[config.mk]
export PLATFORM = sky130hd
export DESIGN_NAME = bus_decoder
export DESIGN_NICKNAME = d
export VERILOG_FILES = /design/src/rtl/bus_decoder.sv
export SDC_FILE = /design/constraint.sdc
export NUM_CORES = 1
export LEC_CHECK = 0
export ABC_CLOCK_PERIOD_IN_PS = 2800
export CAP_MARGIN = 10
export CORE_UTILIZATION = 32
export DETAILED_ROUTE_END_ITERATION = 7
export DONT_BUFFER_PORTS = 1
export PLACE_DENSITY_LB_ADDON = 0.1
export SYNTH_ARGS = -nofsm -noshare
export SYNTH_HDL_FRONTEND = slang
export SYNTH_SLANG_ARGS = --single-unit
[constraint.sdc]
create_clock -name clk -period 2.8 [get_ports clk]
set_input_delay 0.14 -clock clk [delete_from_list [all_inputs] [get_ports clk]]
set_output_delay 0.14 -clock clk [all_outputs]
set_load 0.005 [all_outputs]
[src/rtl/bus_decoder.sv]
// bus_decoder: N-region data-bus decoder and wait-state access sequencer (optional DEC_BUS_ERR_EN unmapped-address errors)
module bus_decoder #(
  parameter int                     DATA_W      = 32,
  parameter int                     ADDR_W      = 32,
  parameter int                     N_REGIONS   = 3,
  parameter logic [ADDR_W-1:0]      REGION_SIZE = 'h800,
  parameter logic [4*N_REGIONS-1:0] WAIT_STATES = 12'h210,
  parameter logic [ADDR_W-1:0]      ADDR_LIMIT  = 'h2000
) (
  input  logic                        clk,
  input  logic                        reset,
  input  logic                        req,
  input  logic [ADDR_W-1:0]           addr,
  input  logic                        we,
  input  logic [DATA_W-1:0]           wdata,
  input  logic [N_REGIONS*DATA_W-1:0] rdata_i,
  output logic [N_REGIONS-1:0]        sel_o,
  output logic [N_REGIONS-1:0]        we_o,
  output logic [ADDR_W-1:0]           addr_o,
  output logic [DATA_W-1:0]           wdata_o,
  output logic [DATA_W-1:0]           rdata_o,
  output logic                        ack,
  output logic                        err,
  output logic                        busy
);
  localparam int RW = N_REGIONS > 1 ? $clog2(N_REGIONS) : 1;
  localparam int SH = $clog2(REGION_SIZE);
`ifdef DEC_BUS_ERR_EN
  localparam logic BUS_ERR_EN = 1'b1;
`else
  localparam logic BUS_ERR_EN = 1'b0;
`endif
  typedef enum logic [1:0] {IDLE, ACCESS, DONE} state_t;
  state_t               r_state;
  logic [RW-1:0]        r_region;
  logic [3:0]           r_cnt;
  logic                 r_we;
  logic [ADDR_W-1:0]    w_idx;
  logic [RW-1:0]        w_region;
  logic [3:0]           w_ws;
  logic [N_REGIONS-1:0] w_onehot;
  logic                 w_bad;
  // Region decode with the last region absorbing every address above the map
  always_comb begin
    w_idx    = addr >> SH;
    w_region = (w_idx >= ADDR_W'(N_REGIONS - 1)) ? RW'(N_REGIONS - 1) : w_idx[RW-1:0];
    w_ws     = WAIT_STATES[4*w_region +: 4];
    w_onehot = N_REGIONS'(1) << w_region;
    w_bad    = BUS_ERR_EN && (addr >= ADDR_LIMIT);
  end
  assign busy = r_state != IDLE;
  // Access FSM: accept in IDLE, count wait states in ACCESS, acknowledge in DONE
  always_ff @(posedge clk) begin
    if (reset) begin
      r_state  <= IDLE;
      r_region <= '0;
      r_cnt    <= '0;
      r_we     <= 1'b0;
      sel_o    <= '0;
      we_o     <= '0;
      addr_o   <= '0;
      wdata_o  <= '0;
      rdata_o  <= '0;
      ack      <= 1'b0;
      err      <= 1'b0;
    end else begin
      case (r_state)
        IDLE: if (req) begin
          addr_o   <= addr;
          wdata_o  <= wdata;
          r_we     <= we;
          r_region <= w_region;
          r_cnt    <= w_bad ? 4'd0 : w_ws;
          if (w_bad) begin
            r_state <= DONE;
            ack     <= 1'b1;
            err     <= 1'b1;
            rdata_o <= '0;
          end else begin
            r_state <= ACCESS;
            sel_o   <= w_onehot;
            we_o    <= (we && w_ws == 4'd0) ? w_onehot : '0;
          end
        end
        ACCESS: if (r_cnt != 4'd0) begin
          r_cnt <= r_cnt - 4'd1;
          we_o  <= (r_we && r_cnt == 4'd1) ? sel_o : '0;
        end else begin
          r_state <= DONE;
          sel_o   <= '0;
          we_o    <= '0;
          rdata_o <= r_we ? '0 : rdata_i[r_region*DATA_W +: DATA_W];
          ack     <= 1'b1;
        end
        DONE: begin
          r_state <= IDLE;
          ack     <= 1'b0;
          err     <= 1'b0;
        end
        default: r_state <= IDLE;
      endcase
    end
  end
endmodule

==> metrics.log <==
[metrics] wire per inst: 21.35 µm
[metrics] part of the Yosys area used for sequential elements: 49.90%
[metrics] Setup crit end kind: flop
[metrics] Vert. Die Dim: 120.5 µm
[metrics] fmax: 479.9 MHz
[metrics] commonest cells after routing, fill and taps aside: dfxtp_1 (111), a22o_1 (98), dlygate4sd3_1 (66)
[metrics] postcts setup bufs: 0
[metrics] post-route ant nets: 0
[metrics] GRT Total Usage: 17.74%
[metrics] final period demand of the worst path: 2084 ps
[metrics] number of fillers in the final layout: 1262
[metrics] Setup-failing EPs final: 0
[metrics] worst clock skew on the final layout: 8.264 ps
[metrics] Pwr per Cell Area: 693.6 nW/µm²
[metrics] floorplan die width: 120.5 µm
[metrics] dominant synthesized flop cell: dfxtp_1
[metrics] count of cells along the worst hold path: 2
[metrics] worst reg-to-reg path cell count: 4
[metrics] routed wire length: 13220 µm
[metrics] Syn Area/Cell: 11.49 µm²
[metrics] count of inserted antenna diode cells: 0
[metrics] # IOs: 269
[metrics] combined area of the multi-input logic cells: 2022 µm²
[metrics] placer's final routability congestion estimate: 0.7870
[metrics] signed area change from the synthesized netlist to the final layout: 23.34%
[metrics] worst slew pin tran: 802.9 ps
[metrics] sum of negative setup slack: 0 ps
[metrics] maximum VDD drop: 280.9 µV
[metrics] clock-pin slew on the worst setup and hold paths: 70 ps
[metrics] global-route wire length before repair: 19420 µm
[metrics] worst hold path type: input pin to flop
[metrics] share of post-route cells with drive strength above 1: 7.901%
[metrics] CTS tree: yes
[metrics] ranking of synthesized cells by area: dfxtp_1 (50%), a22o_1 (19%), mux2i_1 (7.4%), o2bb2ai_1 (6.2%), buf_6 (2.0%)
[metrics] Hold Violations, Final: 0
[metrics] Syn Nets: 560
[metrics] Async SR Flop Fraction: 0%
[metrics] number of gates resized after CTS: 0
[metrics] largest driver fanout on the critical path: 32
[metrics] initial antenna violation count: 0
[metrics] H-tree level count: 3
[metrics] via count of the first global-routing pass: 3585
[metrics] Worst Setup Start Kind: flop
[metrics] Post-Syn Instances: 391
[metrics] r2r endpoint: wdata_o[3]
[metrics] Die Area: 14520 µm²
[metrics] max-slew violation total from the final report: 0
[metrics] detailed placer's ending HPWL: 8976 µm
[metrics] final core utilization: 41.19%
[metrics] Mapped Area: 4493 µm²
[metrics] count of synthesis-stage warnings from yosys: 0
[metrics] origin of the critical flop-to-flop path: r_state[1]
[metrics] number of library cell types mapped by synthesis: 47
[metrics] clock insertion delay at the later pin of the skew report: 350 ps
[metrics] DRC marker count from the first detailed-route iteration: 175
[metrics] final cell count without fillers: 619
[metrics] kind of critical path: flop to flop
[metrics] DRC errors left: 0
[metrics] Sinks on Clock Net: 112
[metrics] Reg2Reg Setup Slack: 720 ps
[metrics] Arrival @ worst endpoint: 2380 ps
[metrics] most area-hungry cell type in the Yosys netlist: dfxtp_1
[metrics] Root Buffer Master: clkbuf_16
[metrics] Hold Startpoint: rdata_i[72]
[metrics] post-placement cell count: 539
[metrics] total congestion overflow: 0
[metrics] fraction of post-synthesis cell area in the top cell type by area: 49.90%
[metrics] static power due to leakage: 0.002034 µW
[metrics] nets: 609
[metrics] Starting Density: 33.40%
[metrics] CP Data Required Time: 3100 ps
[metrics] Worst slew margin: 45.98%
[metrics] total number of vias: 3518
[metrics] count of flip-flops with a built-in enable after synthesis: 0
[metrics] maximum buffer depth of the clock tree: 2
[metrics] TritonRoute pass-1 iters: 4
[metrics] hold buffer count at CTS: 66
[metrics] total number of placement rows: 42
[metrics] total core area: 13450 µm²
[metrics] final worst-path cycle share: 74.41%
[metrics] Reg area: 2243 µm²
[metrics] number of buffers inserted during clock tree synthesis: 9
[metrics] setup repair after global routing missed its margin: no
[metrics] status: completed
[metrics] maxcap violations: 0
[metrics] mean number of vias per cell: 5.683
[metrics] flip-flop and latch count after synthesis: 112
[metrics] Endpoint, Worst Hold: rdata_o[8]
[metrics] most common cell after layout, fill and taps aside: dfxtp_1
[metrics] pin count of the biggest net entering global routing: 46
[metrics] count of buffers inserted at the top-level ports: 0
-- worst max path at each step --
stage	startpoint	end	slack [ps]	cells past startpoint
4_1_cts	r_state[1]	addr_o[11]	710	4
6_report	r_state[1]	wdata_o[3]	720	4
3_5_place_dp	addr[26]	we_o[2]	400	7
5_1_grt	r_state[1]	wdata_o[0]	570	4
3_3_place_gp	addr[26]	we_o[0]	510	7
2_1_floorplan	addr[31]	we_o[0]	770	7
-- flip-flops by register name, indices dropped and copies added (netlist names) --
name / flops
r_we: 1
addr_o: 32
rdata_o: 32
r_state: 2
ack: 1
r_cnt: 4
r_region: 2
sel_o: 3
wdata_o: 32
we_o: 3
-- synthesized netlist by cell type (5+ instances only) --
cell / number
dfxtp_1: 112
a22o_1: 98
mux2i_1: 33
o2bb2ai_1: 32
buf_2: 16
clkbuf_1: 9
buf_6: 8
a21oi_1: 6
inv_1: 6
nand3_1: 6
o21ai_0: 6
ha_1: 5
-- worst max-delay path, cell delays in order (launching register included) --
cell,delay [ps]
dfxtp_1,620
or3b_4,260
and2_2,640
buf_4,330
a22o_1,160
-- report_power, final --
group	internal, µW	leakage, µW	total (µW)	switching [µW]
logic	301	0.000979	615	314
registers	1760	0.000917	1940	174
clock network	697	0.000137	1290	595
-- logic make-up after synthesis --
| group | after synthesis | share of synthesized area [%] |
|---|---|---|
| AO/OA/AOI/OAI | 157 | 29.38 |
| flip-flops | 112 | 49.90 |
| buffers and inverters | 43 | 5.569 |
| AND/OR/NAND/NOR | 40 | 6.321 |
| multiplexers | 33 | 7.352 |
| adder cells (fa/ha/maj) | 5 | 1.392 |
| other | 1 | 0.08346 |
-- metal layers --
layer | part of all wire, % | global-route usage (%) | routed length [µm]
met3 | 7.6 | 5.283 | 1006
met1 | 38 | 19.13 | 5020
met5 | 0 | 0 | 0
met2 | 51 | 31.00 | 6755
met4 | 3.3 | 9.722 | 434
-- stage by stage --
step	worst slack [ps]	total power (µW)	hold WS [ps]	cell area, µm²
after floorplan	771.7	2365	265.5	4493
after global placement	511.3	2508	213.9	4588
after detailed placement	400.9	2508	214.3	4588
after CTS	708.1	3895	5.920	5542
after global routing	572.2	4051	12.86	5542
final	716.4	3844	25.07	5542
-- layout make-up --
type                       count  share of cell area (%)
timing repair buffer          75                   13.37
multi-input combinational    236                   36.49
tap                          176                   3.974
clock inverter                 5                   1.219
clock buffer                   9                   4.064
sequential                   112                   40.48
inverter                       6                  0.4064
Note: power is estimated with default switching activity, not from simulation.
